### config.mk
export PLATFORM = sky130hd
export DESIGN_NAME = traffic_lamp_monitor_flat
export DESIGN_NICKNAME = d
export VERILOG_FILES = /design/src/rtl/traffic_lamp_monitor_if.sv /design/src/rtl/traffic_lamp_monitor.sv /design/src/flat_wrapper.sv
export SDC_FILE = /design/constraint.sdc
export NUM_CORES = 1
export LEC_CHECK = 0
export CAP_MARGIN = 20
export CORE_UTILIZATION = 40
export DETAILED_ROUTE_END_ITERATION = 10
export GPL_TIMING_DRIVEN = 0
export HOLD_SLACK_MARGIN = 0.12
export PLACE_DENSITY = 0.57
export SYNTH_ARGS = -nofsm -noshare
export SYNTH_HDL_FRONTEND = slang
export SYNTH_SLANG_ARGS = --single-unit
### constraint.sdc
create_clock -name clk -period 1.7 [get_ports clk]
set_input_delay 0.34 -clock clk [delete_from_list [all_inputs] [get_ports clk]]
set_output_delay 0.34 -clock clk [all_outputs]
set_load 0.03 [all_outputs]
### src/rtl/traffic_lamp_monitor_if.sv
// Lamp request / lamp drive bundle between a traffic light controller and the
// lamp monitor. The controller side (master) drives the requests and the
// operator acknowledge; the monitor side (slave) drives the lamps and status.
interface traffic_lamp_monitor_if;
  // lamp requests from the controller
  logic       NS_red;
  logic       NS_yellow;
  logic       NS_green;
  logic       EW_red;
  logic       EW_yellow;
  logic       EW_green;
  // operator fault acknowledge
  logic       fault_clr;
  // registered lamp drives
  logic       NS_red_o;
  logic       NS_yellow_o;
  logic       NS_green_o;
  logic       EW_red_o;
  logic       EW_yellow_o;
  logic       EW_green_o;
  // status
  logic       fault;
  logic [2:0] fault_code;

  modport master (
    output NS_red, NS_yellow, NS_green, EW_red, EW_yellow, EW_green, fault_clr,
    input  NS_red_o, NS_yellow_o, NS_green_o, EW_red_o, EW_yellow_o, EW_green_o,
    input  fault, fault_code
  );

  modport slave (
    input  NS_red, NS_yellow, NS_green, EW_red, EW_yellow, EW_green, fault_clr,
    output NS_red_o, NS_yellow_o, NS_green_o, EW_red_o, EW_yellow_o, EW_green_o,
    output fault, fault_code
  );
endinterface

### src/rtl/traffic_lamp_monitor.sv
// Traffic lamp safety monitor. Sits between the light controller and the lamp
// drivers: forces all-red during startup, passes requests through with one
// cycle of latency while they are legal, and latches into a red-flash FAULT
// state on an illegal lamp pattern, a green/green conflict or a too-short
// green/yellow dwell. Only an operator acknowledge or reset leaves FAULT.
// Lamp vectors are packed {red, yellow, green}.
module traffic_lamp_monitor #(
  parameter int STARTUP_CYCLES = 16,
  parameter int MIN_GREEN      = 8,
  parameter int MIN_YELLOW     = 3,
  parameter int BLINK_HALF     = 4
) (
  input  logic                  clk,
  input  logic                  rst,
  traffic_lamp_monitor_if.slave bus
);

  localparam int             SW         = $clog2(STARTUP_CYCLES) + 1;
  localparam int             BW         = $clog2(BLINK_HALF) + 1;
  localparam logic [SW-1:0]  START_LAST = SW'(STARTUP_CYCLES - 1);
  localparam logic [BW-1:0]  BLINK_LAST = BW'(BLINK_HALF - 1);
  localparam logic [7:0]     MIN_G8     = 8'(MIN_GREEN);
  localparam logic [7:0]     MIN_Y8     = 8'(MIN_YELLOW);
  localparam logic [2:0]     COL_YELLOW = 3'b010;
  localparam logic [2:0]     COL_GREEN  = 3'b001;
  localparam logic [2:0]     COL_RED    = 3'b100;

  typedef enum logic [1:0] {
    ST_INIT    = 2'd0,
    ST_MONITOR = 2'd1,
    ST_FAULT   = 2'd2
  } state_t;

  // A direction is legal only with exactly one lamp lit.
  function automatic logic lamp_valid(input logic [2:0] lamps);
    logic ok;
    case (lamps)
      3'b001:  ok = 1'b1;
      3'b010:  ok = 1'b1;
      3'b100:  ok = 1'b1;
      default: ok = 1'b0;
    endcase
    return ok;
  endfunction

  // Dwell counter update: restart at 1 on a colour change, else saturate at 255.
  function automatic logic [7:0] dwell_next(input logic chg, input logic [7:0] dwell);
    logic [7:0] nxt;
    if (chg) begin
      nxt = 8'd1;
    end else if (dwell == 8'd255) begin
      nxt = dwell;
    end else begin
      nxt = dwell + 8'd1;
    end
    return nxt;
  endfunction

  // ---------------------------------------------------------------- state
  state_t          state_r,        state_nxt_s;
  logic [SW-1:0]   start_cnt_r,    start_cnt_nxt_s;
  logic [BW-1:0]   blink_cnt_r,    blink_cnt_nxt_s;
  logic            blink_ph_r,     blink_ph_nxt_s;
  logic [2:0]      ns_col_r,       ew_col_r;
  logic [7:0]      ns_dwell_r,     ew_dwell_r;
  logic            ns_primed_r,    ns_primed_nxt_s;
  logic            ew_primed_r,    ew_primed_nxt_s;
  logic [2:0]      ns_out_r,       ns_out_nxt_s;
  logic [2:0]      ew_out_r,       ew_out_nxt_s;
  logic            fault_r,        fault_nxt_s;
  logic [2:0]      fault_code_r,   fault_code_nxt_s;

  // ---------------------------------------------------------------- inputs
  logic [2:0] ns_lamp_s;
  logic [2:0] ew_lamp_s;
  logic       ns_chg_s;
  logic       ew_chg_s;
  logic       short_yellow_s;
  logic       short_green_s;
  logic       conflict_s;
  logic [2:0] det_code_s;
  logic       enter_mon_s;

  assign ns_lamp_s = {bus.NS_red, bus.NS_yellow, bus.NS_green};
  assign ew_lamp_s = {bus.EW_red, bus.EW_yellow, bus.EW_green};
  assign ns_chg_s  = (ns_lamp_s != ns_col_r);
  assign ew_chg_s  = (ew_lamp_s != ew_col_r);

  // Both directions away from red at once lets crossing traffic move together.
  assign conflict_s = ~bus.NS_red & ~bus.EW_red;

  // Dwell violations only count for colour periods that started in MONITOR.
  assign short_yellow_s =
      (ns_chg_s && ns_primed_r && (ns_col_r == COL_YELLOW) && (ns_dwell_r < MIN_Y8)) ||
      (ew_chg_s && ew_primed_r && (ew_col_r == COL_YELLOW) && (ew_dwell_r < MIN_Y8));
  assign short_green_s =
      (ns_chg_s && ns_primed_r && (ns_col_r == COL_GREEN) && (ns_dwell_r < MIN_G8)) ||
      (ew_chg_s && ew_primed_r && (ew_col_r == COL_GREEN) && (ew_dwell_r < MIN_G8));

  assign enter_mon_s = (state_r != ST_MONITOR) && (state_nxt_s == ST_MONITOR);

  // Fault cause priority encoder: lowest code wins when several fire together.
  always_comb begin
    det_code_s = 3'd0;
    if (!lamp_valid(ns_lamp_s)) begin
      det_code_s = 3'd1;
    end else if (!lamp_valid(ew_lamp_s)) begin
      det_code_s = 3'd2;
    end else if (conflict_s) begin
      det_code_s = 3'd3;
    end else if (short_yellow_s) begin
      det_code_s = 3'd4;
    end else if (short_green_s) begin
      det_code_s = 3'd5;
    end else begin
      det_code_s = 3'd0;
    end
  end

  // State register and all sequential bookkeeping; reset overrides everything.
  always_ff @(posedge clk) begin
    if (!rst) begin
      state_r      <= ST_INIT;
      start_cnt_r  <= '0;
      blink_cnt_r  <= '0;
      blink_ph_r   <= 1'b1;
      ns_col_r     <= 3'b000;
      ew_col_r     <= 3'b000;
      ns_dwell_r   <= 8'd0;
      ew_dwell_r   <= 8'd0;
      ns_primed_r  <= 1'b0;
      ew_primed_r  <= 1'b0;
      ns_out_r     <= COL_RED;
      ew_out_r     <= COL_RED;
      fault_r      <= 1'b0;
      fault_code_r <= 3'd0;
    end else begin
      state_r      <= state_nxt_s;
      start_cnt_r  <= start_cnt_nxt_s;
      blink_cnt_r  <= blink_cnt_nxt_s;
      blink_ph_r   <= blink_ph_nxt_s;
      ns_col_r     <= ns_lamp_s;
      ew_col_r     <= ew_lamp_s;
      ns_dwell_r   <= dwell_next(ns_chg_s, ns_dwell_r);
      ew_dwell_r   <= dwell_next(ew_chg_s, ew_dwell_r);
      ns_primed_r  <= ns_primed_nxt_s;
      ew_primed_r  <= ew_primed_nxt_s;
      ns_out_r     <= ns_out_nxt_s;
      ew_out_r     <= ew_out_nxt_s;
      fault_r      <= fault_nxt_s;
      fault_code_r <= fault_code_nxt_s;
    end
  end

  // Next-state logic: startup timeout, fault latch, operator acknowledge.
  always_comb begin
    state_nxt_s = state_r;
    case (state_r)
      ST_INIT: begin
        if (start_cnt_r == START_LAST) begin
          state_nxt_s = ST_MONITOR;
        end else begin
          state_nxt_s = ST_INIT;
        end
      end
      ST_MONITOR: begin
        if (det_code_s != 3'd0) begin
          state_nxt_s = ST_FAULT;
        end else begin
          state_nxt_s = ST_MONITOR;
        end
      end
      ST_FAULT: begin
        if (bus.fault_clr) begin
          state_nxt_s = ST_INIT;
        end else begin
          state_nxt_s = ST_FAULT;
        end
      end
      default: begin
        state_nxt_s = ST_INIT;
      end
    endcase
  end

  // Counter, flag and output next values derived from the current and next state.
  always_comb begin
    start_cnt_nxt_s  = '0;
    blink_cnt_nxt_s  = '0;
    blink_ph_nxt_s   = 1'b1;
    ns_primed_nxt_s  = ns_primed_r;
    ew_primed_nxt_s  = ew_primed_r;
    ns_out_nxt_s     = COL_RED;
    ew_out_nxt_s     = COL_RED;
    fault_nxt_s      = 1'b0;
    fault_code_nxt_s = fault_code_r;

    // startup counter runs only while staying in INIT; any entry restarts it
    if ((state_r == ST_INIT) && (state_nxt_s == ST_INIT)) begin
      start_cnt_nxt_s = start_cnt_r + {{(SW-1){1'b0}}, 1'b1};
    end else begin
      start_cnt_nxt_s = '0;
    end

    // flash phase starts lit on FAULT entry and toggles every BLINK_HALF cycles
    if ((state_r == ST_FAULT) && (state_nxt_s == ST_FAULT)) begin
      if (blink_cnt_r == BLINK_LAST) begin
        blink_cnt_nxt_s = '0;
        blink_ph_nxt_s  = ~blink_ph_r;
      end else begin
        blink_cnt_nxt_s = blink_cnt_r + {{(BW-1){1'b0}}, 1'b1};
        blink_ph_nxt_s  = blink_ph_r;
      end
    end else begin
      blink_cnt_nxt_s = '0;
      blink_ph_nxt_s  = 1'b1;
    end

    // primed flags: cleared on MONITOR entry, set by the first colour change inside it
    if (enter_mon_s) begin
      ns_primed_nxt_s = 1'b0;
      ew_primed_nxt_s = 1'b0;
    end else if (state_r == ST_MONITOR) begin
      ns_primed_nxt_s = ns_primed_r | ns_chg_s;
      ew_primed_nxt_s = ew_primed_r | ew_chg_s;
    end else begin
      ns_primed_nxt_s = ns_primed_r;
      ew_primed_nxt_s = ew_primed_r;
    end

    // lamp drives: flash in FAULT, pass-through in MONITOR, all-red otherwise
    // (the INIT->MONITOR edge itself still shows all-red)
    if (state_nxt_s == ST_FAULT) begin
      ns_out_nxt_s = {blink_ph_nxt_s, 2'b00};
      ew_out_nxt_s = {blink_ph_nxt_s, 2'b00};
    end else if (state_r == ST_MONITOR) begin
      ns_out_nxt_s = ns_lamp_s;
      ew_out_nxt_s = ew_lamp_s;
    end else begin
      ns_out_nxt_s = COL_RED;
      ew_out_nxt_s = COL_RED;
    end

    fault_nxt_s = (state_nxt_s == ST_FAULT);

    // fault code: captured on the detecting edge, held in FAULT, zeroed on acknowledge
    if ((state_r == ST_MONITOR) && (state_nxt_s == ST_FAULT)) begin
      fault_code_nxt_s = det_code_s;
    end else if ((state_r == ST_FAULT) && (state_nxt_s == ST_INIT)) begin
      fault_code_nxt_s = 3'd0;
    end else begin
      fault_code_nxt_s = fault_code_r;
    end
  end

  assign bus.NS_red_o    = ns_out_r[2];
  assign bus.NS_yellow_o = ns_out_r[1];
  assign bus.NS_green_o  = ns_out_r[0];
  assign bus.EW_red_o    = ew_out_r[2];
  assign bus.EW_yellow_o = ew_out_r[1];
  assign bus.EW_green_o  = ew_out_r[0];
  assign bus.fault       = fault_r;
  assign bus.fault_code  = fault_code_r;

endmodule

### src/flat_wrapper.sv
// flat-port wrapper written by rule: the top's interface ports become plain ports
module traffic_lamp_monitor_flat 
#(
  parameter int STARTUP_CYCLES = 16,
  parameter int MIN_GREEN      = 8,
  parameter int MIN_YELLOW     = 3,
  parameter int BLINK_HALF     = 4
)
  (clk, rst, bus_NS_red, bus_NS_yellow, bus_NS_green, bus_EW_red, bus_EW_yellow, bus_EW_green, bus_fault_clr, bus_NS_red_o, bus_NS_yellow_o, bus_NS_green_o, bus_EW_red_o, bus_EW_yellow_o, bus_EW_green_o, bus_fault, bus_fault_code);
  traffic_lamp_monitor_if bus_i ();
  input  logic clk;
  input  logic rst;
  input wire logic [$bits(bus_i.NS_red)-1:0] bus_NS_red;
  input wire logic [$bits(bus_i.NS_yellow)-1:0] bus_NS_yellow;
  input wire logic [$bits(bus_i.NS_green)-1:0] bus_NS_green;
  input wire logic [$bits(bus_i.EW_red)-1:0] bus_EW_red;
  input wire logic [$bits(bus_i.EW_yellow)-1:0] bus_EW_yellow;
  input wire logic [$bits(bus_i.EW_green)-1:0] bus_EW_green;
  input wire logic [$bits(bus_i.fault_clr)-1:0] bus_fault_clr;
  output wire logic [$bits(bus_i.NS_red_o)-1:0] bus_NS_red_o;
  output wire logic [$bits(bus_i.NS_yellow_o)-1:0] bus_NS_yellow_o;
  output wire logic [$bits(bus_i.NS_green_o)-1:0] bus_NS_green_o;
  output wire logic [$bits(bus_i.EW_red_o)-1:0] bus_EW_red_o;
  output wire logic [$bits(bus_i.EW_yellow_o)-1:0] bus_EW_yellow_o;
  output wire logic [$bits(bus_i.EW_green_o)-1:0] bus_EW_green_o;
  output wire logic [$bits(bus_i.fault)-1:0] bus_fault;
  output wire logic [$bits(bus_i.fault_code)-1:0] bus_fault_code;
  assign bus_i.NS_red = bus_NS_red;
  assign bus_i.NS_yellow = bus_NS_yellow;
  assign bus_i.NS_green = bus_NS_green;
  assign bus_i.EW_red = bus_EW_red;
  assign bus_i.EW_yellow = bus_EW_yellow;
  assign bus_i.EW_green = bus_EW_green;
  assign bus_i.fault_clr = bus_fault_clr;
  assign bus_NS_red_o = bus_i.NS_red_o;
  assign bus_NS_yellow_o = bus_i.NS_yellow_o;
  assign bus_NS_green_o = bus_i.NS_green_o;
  assign bus_EW_red_o = bus_i.EW_red_o;
  assign bus_EW_yellow_o = bus_i.EW_yellow_o;
  assign bus_EW_green_o = bus_i.EW_green_o;
  assign bus_fault = bus_i.fault;
  assign bus_fault_code = bus_i.fault_code;
  traffic_lamp_monitor #(.STARTUP_CYCLES(STARTUP_CYCLES), .MIN_GREEN(MIN_GREEN), .MIN_YELLOW(MIN_YELLOW), .BLINK_HALF(BLINK_HALF)) u_core (.clk(clk), .rst(rst), .bus(bus_i));
endmodule
# ---- Word-level counts from Yosys, hierarchy flattened
# Index checks and enable logic that the tools add are counted.
dict set report word_totals {
  regBits 45
  elab_cells 111
  memories 0
  ramBits 0
  mem_bits_ro 0
  latch_bits 0
}
dict set report classes {
  reduce_logical 29
  mux 24
  div 0
  bitwise 9
  n_eq_ne 23
  order_cmp 4
  shift 0
  addsub 4
  multipliers 0
}
# op count
set ops {}
lappend ops {{two-way mux 3 bit} 11}
lappend ops {{adder 8 x 1 -> 8 bit, second input constant} 2}
lappend ops {{== test 8 bit, second input constant} 2}
lappend ops {{< comparator 8 x 2 -> 1 bit, second input constant} 2}
lappend ops {{< comparator 8 x 4 -> 1 bit, second input constant} 2}
lappend ops {{== test 3 x 2 -> 1 bit, second input constant} 5}
lappend ops {{logical AND 1 bit} 15}
lappend ops {{== test 3 x 1 -> 1 bit, second input constant} 4}
lappend ops {{OR reduction 3 bit} 4}
lappend ops {{two-way mux 1 bit} 10}
lappend ops {{== test 3 bit, second input constant} 2}
lappend ops {{!= test 2 x 1 -> 1 bit, second input constant} 3}
lappend ops {{!= test 3 bit} 2}
lappend ops {{NOT 1 bit} 6}
lappend ops {{case mux 2 bit (3 select lines)} 1}
lappend ops {{OR reduction 2 bit} 3}
lappend ops {{adder 5 x 1 -> 5 bit, second input constant} 1}
lappend ops {{== test 5 x 4 -> 1 bit, second input constant} 1}
lappend ops {{== test 2 x 1 -> 1 bit, second input constant} 2}
lappend ops {{== test 2 bit, second input constant} 2}
lappend ops {{logical NOT 2 bit} 2}
lappend ops {{two-way mux 2 bit} 2}
lappend ops {{adder 3 x 1 -> 3 bit, second input constant} 1}
lappend ops {{nonzero test 3 bit} 1}
lappend ops {{5 further kinds} 7}

# ---- Logic depth before layout (Yosys ltp)
dict set report depth {
  depth_word 17
  depth_mapped 6
  depth_no_buf 6
}

# ---- Least setup slack after synthesis
# Ideal clock, no wire load.
dict set report synth_path {
  kind {reg2reg}
  from {register u_core.ns_dwell_r[0]}
  to {register u_core.fault_code_r[1] (netlist: u_core.bus.fault_code[1])}
  arrival_time_ps 1609
  synth_period_minus_slack_ps 1746
  path_slack_ps -46
  t_required_ps 1563
  setup_ps 137
  path_stages_with_launch 7
  cell_sequence {dfxtp_1 ha_1 nor4b_1 or2_2 a22oi_1 a211oi_2 o32ai_1}
}
dict set report synth_via {
  elab_chain_cells 14
  word_cells_on_any_way 20
  classes_between {2 x order compare; 1 x eq/ne; 8 x mux; 9 x reduce/logical}
}
# element line_no
set synth_lines {}
lappend synth_lines {{from (decl)} traffic_lamp_monitor.sv:65} ;# logic [7:0] ns_dwell_r, ew_dwell_r;
lappend synth_lines {{from (signal assigned)} traffic_lamp_monitor.sv:144} ;# ns_dwell_r <= dwell_next(ns_chg_s, ns_dwell_r);
lappend synth_lines {{< comparator 8 x 4 -> 1 bit} traffic_lamp_monitor.sv:97} ;# (ns_chg_s && ns_primed_r && (ns_col_r == COL_GREEN) && (ns_dwell_r < MIN_G8)) ||
lappend synth_lines {{logical AND 1 bit} traffic_lamp_monitor.sv:97}
lappend synth_lines {{logical OR 1 bit} traffic_lamp_monitor.sv:97}
lappend synth_lines {{two-way mux 3 bit} traffic_lamp_monitor.sv:113} ;# end else if (short_green_s) begin
lappend synth_lines {{two-way mux 3 bit *} traffic_lamp_monitor.sv:111} ;# end else if (short_yellow_s) begin
lappend synth_lines {{two-way mux 3 bit *} traffic_lamp_monitor.sv:109} ;# end else if (conflict_s) begin
lappend synth_lines {{two-way mux 3 bit *} traffic_lamp_monitor.sv:107} ;# end else if (!lamp_valid(ew_lamp_s)) begin
lappend synth_lines {{two-way mux 3 bit *} traffic_lamp_monitor.sv:105} ;# if (!lamp_valid(ns_lamp_s)) begin
lappend synth_lines {{nonzero test 3 bit} traffic_lamp_monitor.sv:167} ;# if (det_code_s != 3'd0) begin
lappend synth_lines {{two-way mux 2 bit} traffic_lamp_monitor.sv:167}
lappend synth_lines {{case mux 2 bit (3 select lines)} traffic_lamp_monitor.sv:158} ;# case (state_r)
lappend synth_lines {{== test 2 bit / logical NOT 2 bit (equally long branches)} {traffic_lamp_monitor.sv:247, traffic_lamp_monitor.sv:249}}
lappend synth_lines {{logical AND 1 bit, on equally long branches} {traffic_lamp_monitor.sv:247, traffic_lamp_monitor.sv:249}}
lappend synth_lines {{two-way mux 3 bit / nonzero test 2 bit (equally long branches)} n/a}
lappend synth_lines {{to (signal assigned)} traffic_lamp_monitor.sv:151} ;# fault_code_r <= fault_code_nxt_s;
lappend synth_lines {{to (decl)} traffic_lamp_monitor.sv:71} ;# logic [2:0] fault_code_r, fault_code_nxt_s;
# Every way passes the cells marked *; elsewhere a longest branch is shown, timed or not.
# A chain may end at the register's enable or synchronous reset.

# ---- Worst setup path in the final report
dict set report layout_path {
  from {register u_core.ew_dwell_r[0]}
  to {register u_core.fault_code_r[0] (netlist: u_core.bus.fault_code[0])}
}
dict set report layout_via {
  elab_chain_cells 14
  word_cells_on_any_way 20
  classes_between {2 x order compare; 1 x eq/ne; 8 x mux; 9 x reduce/logical}
}
# element line_no
set layout_lines {}
lappend layout_lines {{from (decl)} traffic_lamp_monitor.sv:65}
lappend layout_lines {{from (signal assigned)} traffic_lamp_monitor.sv:145} ;# ew_dwell_r <= dwell_next(ew_chg_s, ew_dwell_r);
lappend layout_lines {{< comparator 8 x 4 -> 1 bit} traffic_lamp_monitor.sv:98} ;# (ew_chg_s && ew_primed_r && (ew_col_r == COL_GREEN) && (ew_dwell_r < MIN_G8));
lappend layout_lines {{logical AND 1 bit} traffic_lamp_monitor.sv:98}
lappend layout_lines {{logical OR 1 bit} traffic_lamp_monitor.sv:97}
lappend layout_lines {{two-way mux 3 bit} traffic_lamp_monitor.sv:113}
lappend layout_lines {{two-way mux 3 bit *} traffic_lamp_monitor.sv:111}
lappend layout_lines {{two-way mux 3 bit *} traffic_lamp_monitor.sv:109}
lappend layout_lines {{two-way mux 3 bit *} traffic_lamp_monitor.sv:107}
lappend layout_lines {{two-way mux 3 bit *} traffic_lamp_monitor.sv:105}
lappend layout_lines {{nonzero test 3 bit} traffic_lamp_monitor.sv:167}
lappend layout_lines {{two-way mux 2 bit} traffic_lamp_monitor.sv:167}
lappend layout_lines {{case mux 2 bit (3 select lines)} traffic_lamp_monitor.sv:158}
lappend layout_lines {{== test 2 bit / logical NOT 2 bit (equally long branches)} {traffic_lamp_monitor.sv:247, traffic_lamp_monitor.sv:249}}
lappend layout_lines {{logical AND 1 bit, on equally long branches} {traffic_lamp_monitor.sv:247, traffic_lamp_monitor.sv:249}}
lappend layout_lines {{two-way mux 3 bit / nonzero test 2 bit (equally long branches)} n/a}
# Marks and branches as above.

==> summary.md <==
| Metric | Value |
|---|---|
| Outcome | `finished, violations left` |
| Failing checks | `negative setup slack` |
| Slew margin rel. | `0.711` |
| Skew final | `0.00645 ns` |
| Number of antenna violations at the first check in global routing | `0` |
| Floorplan row count | `25` |
| Share of layout cells above drive strength 1 | `0.196` |
| CTS Buffer Depth | `2` |
| DRC | `0` |
| Setup crit end kind | `flop` |
| Cell Area, Synth | `0.00207 sq mm` |
| I/O pins | `19` |
| Largest net degree at the start of global routing | `14` |
| PortBufs | `14` |
| PD cells | `738 mW/mm^2` |
| Synthesized Nets | `236` |
| Max_cap viols | `0` |
| Cts bufs inserted | `5` |
| First-pass GRT wire length | `6.64 mm` |
| Final GP Congestion | `0.727` |
| CP arrival | `1.89 ns` |
| Hold buffers post-CTS | `0` |
| Clk pin slew, worst setup/hold paths | `0.08 ns` |
| Min Hold Slack | `0.291 ns` |
| Die height | `73.9 um` |
| RSZ-0062 raised after global routing | `yes` |
| Placed Cells | `302` |
| Synthesized area per cell | `9.35 sq um` |
| Final Slew Violations | `0` |
| Layout Nets | `264` |
| Ant. Diodes | `0` |
| Fin crit share | `1.01` |
| Avg WL per Cell | `12.7 um` |
| Crit path kind | `reg -> reg` |
| CTS tree | `built` |
| Clk_lat worst skew | `0.29 ns` |
| Post-synth EDFFs | `0` |
| CTS Sinks | `45` |
| Via/cell ratio | `5.07` |
| Total GRT Usage | `0.159` |
| Final min period | `1.72 ns` |
| Die area | `0.00546 sq mm` |
| Layout area overhead | `22.8%` |
| Critical path launch point type | `flop` |
| DIE WIDTH | `73.9 um` |
| Final hold viol count | `0` |
| Fmax | `0.580 GHz` |
| Vias in the first global route | `1,464` |
| Initial core utilization | `0.426` |
| DRT iter0 DRCs | `54` |
| Synth cell types | `45` |
| Launch point of the worst reg-to-reg path | `u_core.ew_dwell_r[0]` |
| HP Class | `in -> reg` |
| Mapped Cells | `221` |
| Asr flop ratio synth | `0` |
| #FFs+latches synth | `45` |
| CP startpoint | `u_core.ew_dwell_r[0]` |
| Most common library cell in the layout ignoring fill and taps | `dfxtp_1` |
| Ys Warns | `0` |
| H-Tree Depth | `2` |
| Final setup fails | `8` |
| CP required | `1.87 ns` |
| Primary FF master, synth | `dfxtp_1` |
| Worst Tran Pin Value | `0.430 ns` |
| Final wirelength | `4.03 mm` |
| Final WS setup | `-0.0248 ns` |
| Vias | `1,606` |
| Leakage | `0.982 nW` |
| Register area share after synthesis | `0.436` |
| Hpwl dp | `2.85 mm` |
| Most frequent cells in the layout | `dfxtp_1 (36), nor2_1 (25), xor2_1 (14), nand2_1 (14), and2_1 (13)` |
| Root Buffer | `clkbuf_8` |
| Placed inst area | `0.00231 sq mm` |
| Core box area | `0.00485 sq mm` |
| Final std cells w/o fill | `317` |
| HP Start | `bus_NS_green` |
| Final total power | `1.87 mW` |
| Worst vdd ir | `0.607 mV` |
| Maximum fanout along the worst path | `5` |
| Place WS | `-0.683 ns` |
| Routed Antenna Nets | `0` |
| First-pass detailed-route iteration total | `4` |
| Post-route cell area | `0.00254 sq mm` |
| Total global routing overflow | `0` |
## state kept, by name, indices dropped and copies added (netlist names)
name,flops
u_core.ew_dwell_r,8
u_core.ew_col_r,3
u_core.ew_primed_r,1
u_core.ns_col_r,3
u_core.ns_dwell_r,8
u_core.ns_out_r,3
u_core.bus.fault,1
u_core.ew_out_r,3
u_core.bus.fault_code,3
u_core.start_cnt_r,5
u_core.ns_primed_r,1
u_core.blink_ph_r,1
u_core.blink_cnt_r,3
u_core.state_r,2
## metrics by stage
stage | TNS [ns] | util
after global routing | -0.941 | 0.524
after detailed placement | -11.14 | 0.476
final | -0.113 | 0.524
after global placement | -10.70 | 0.476
after floorplan | -0.0192 | -
after CTS | 0 | 0.510
## layout make-up
type,instances,area [sq um]
timing repair buffer,21,186
clock inverter,2,10.0
inverter,7,26.3
clock buffer,6,72.6
buffer,5,48.8
multi-input combinational,164,1190
tap,67,83.8
sequential,45,917
fill,461,2310
## cells in the mapped netlist, types with 5 or more instances
library cell,n,area (sq um)
and2_1,13,81.3
nor3_1,5,25.0
and3_1,5,31.3
o21ai_0,5,25.0
xnor2_1,6,52.6
dfxtp_1,45,901
nand3_1,5,25.0
nor3b_1,5,37.5
xor2_1,14,123
a21boi_0,7,52.6
inv_1,7,26.3
ha_1,6,75.1
nand2_1,14,52.6
nand4_1,6,37.5
nor2_1,25,93.8
## worst max-delay path, stage by stage (launching register included)
cell and delay, ns:
dfxtp_4 0.37, ha_4 0.17, nor4b_4 0.29, or2_4 0.17, a22oi_2 0.09, a211oi_4 0.36
o211ai_1 0.13
## per-layer routing
layer / routed length [um] / global-route usage / up-vias
li1: - / - / 825
met2: 1850 / 0.262 / 14
met1: 2050 / 0.206 / 763
met3: 89 / 0.0370 / 4
met4: 39 / 0.0513 / 0
met5: 0 / 0 / -
## power by group
group | switching, mW | internal (mW) | leakage [nW]
Clock | 0.348 | 0.285 | 0.0450
Combinational | 0.0757 | 0.0730 | 0.568
Sequential | 0.0196 | 1.07 | 0.369
## logic make-up after synthesis
family	count (synthesis)	synth area share
AO/OA/AOI/OAI	35	0.125
buffers and inverters	12	0.0345
AND/OR/NAND/NOR	100	0.269
XOR/XNOR	20	0.0847
adder cells (fa/ha/maj)	6	0.0363
multiplexers	3	0.0145
flip-flops	45	0.436
## path summary, 6_finish.rpt
kind         cells after the start  slack, ns                        to
max                              6      -0.02  u_core.bus.fault_code[0]
min                              2       0.29        u_core.ns_col_r[0]
max reg2reg                      6      -0.02  u_core.bus.fault_code[0]
min reg2reg                      1       0.42     u_core.blink_cnt_r[0]
## timing repair
| action | CTS | global route |
|---|---|---|
| pin swaps | 6 | 15 |
| setup endpoints to repair | 13 | 14 |
| gates resized for setup | 16 | 20 |
| buffers inserted | 3 | 4 |
Power figures use the tool's default switching activity.
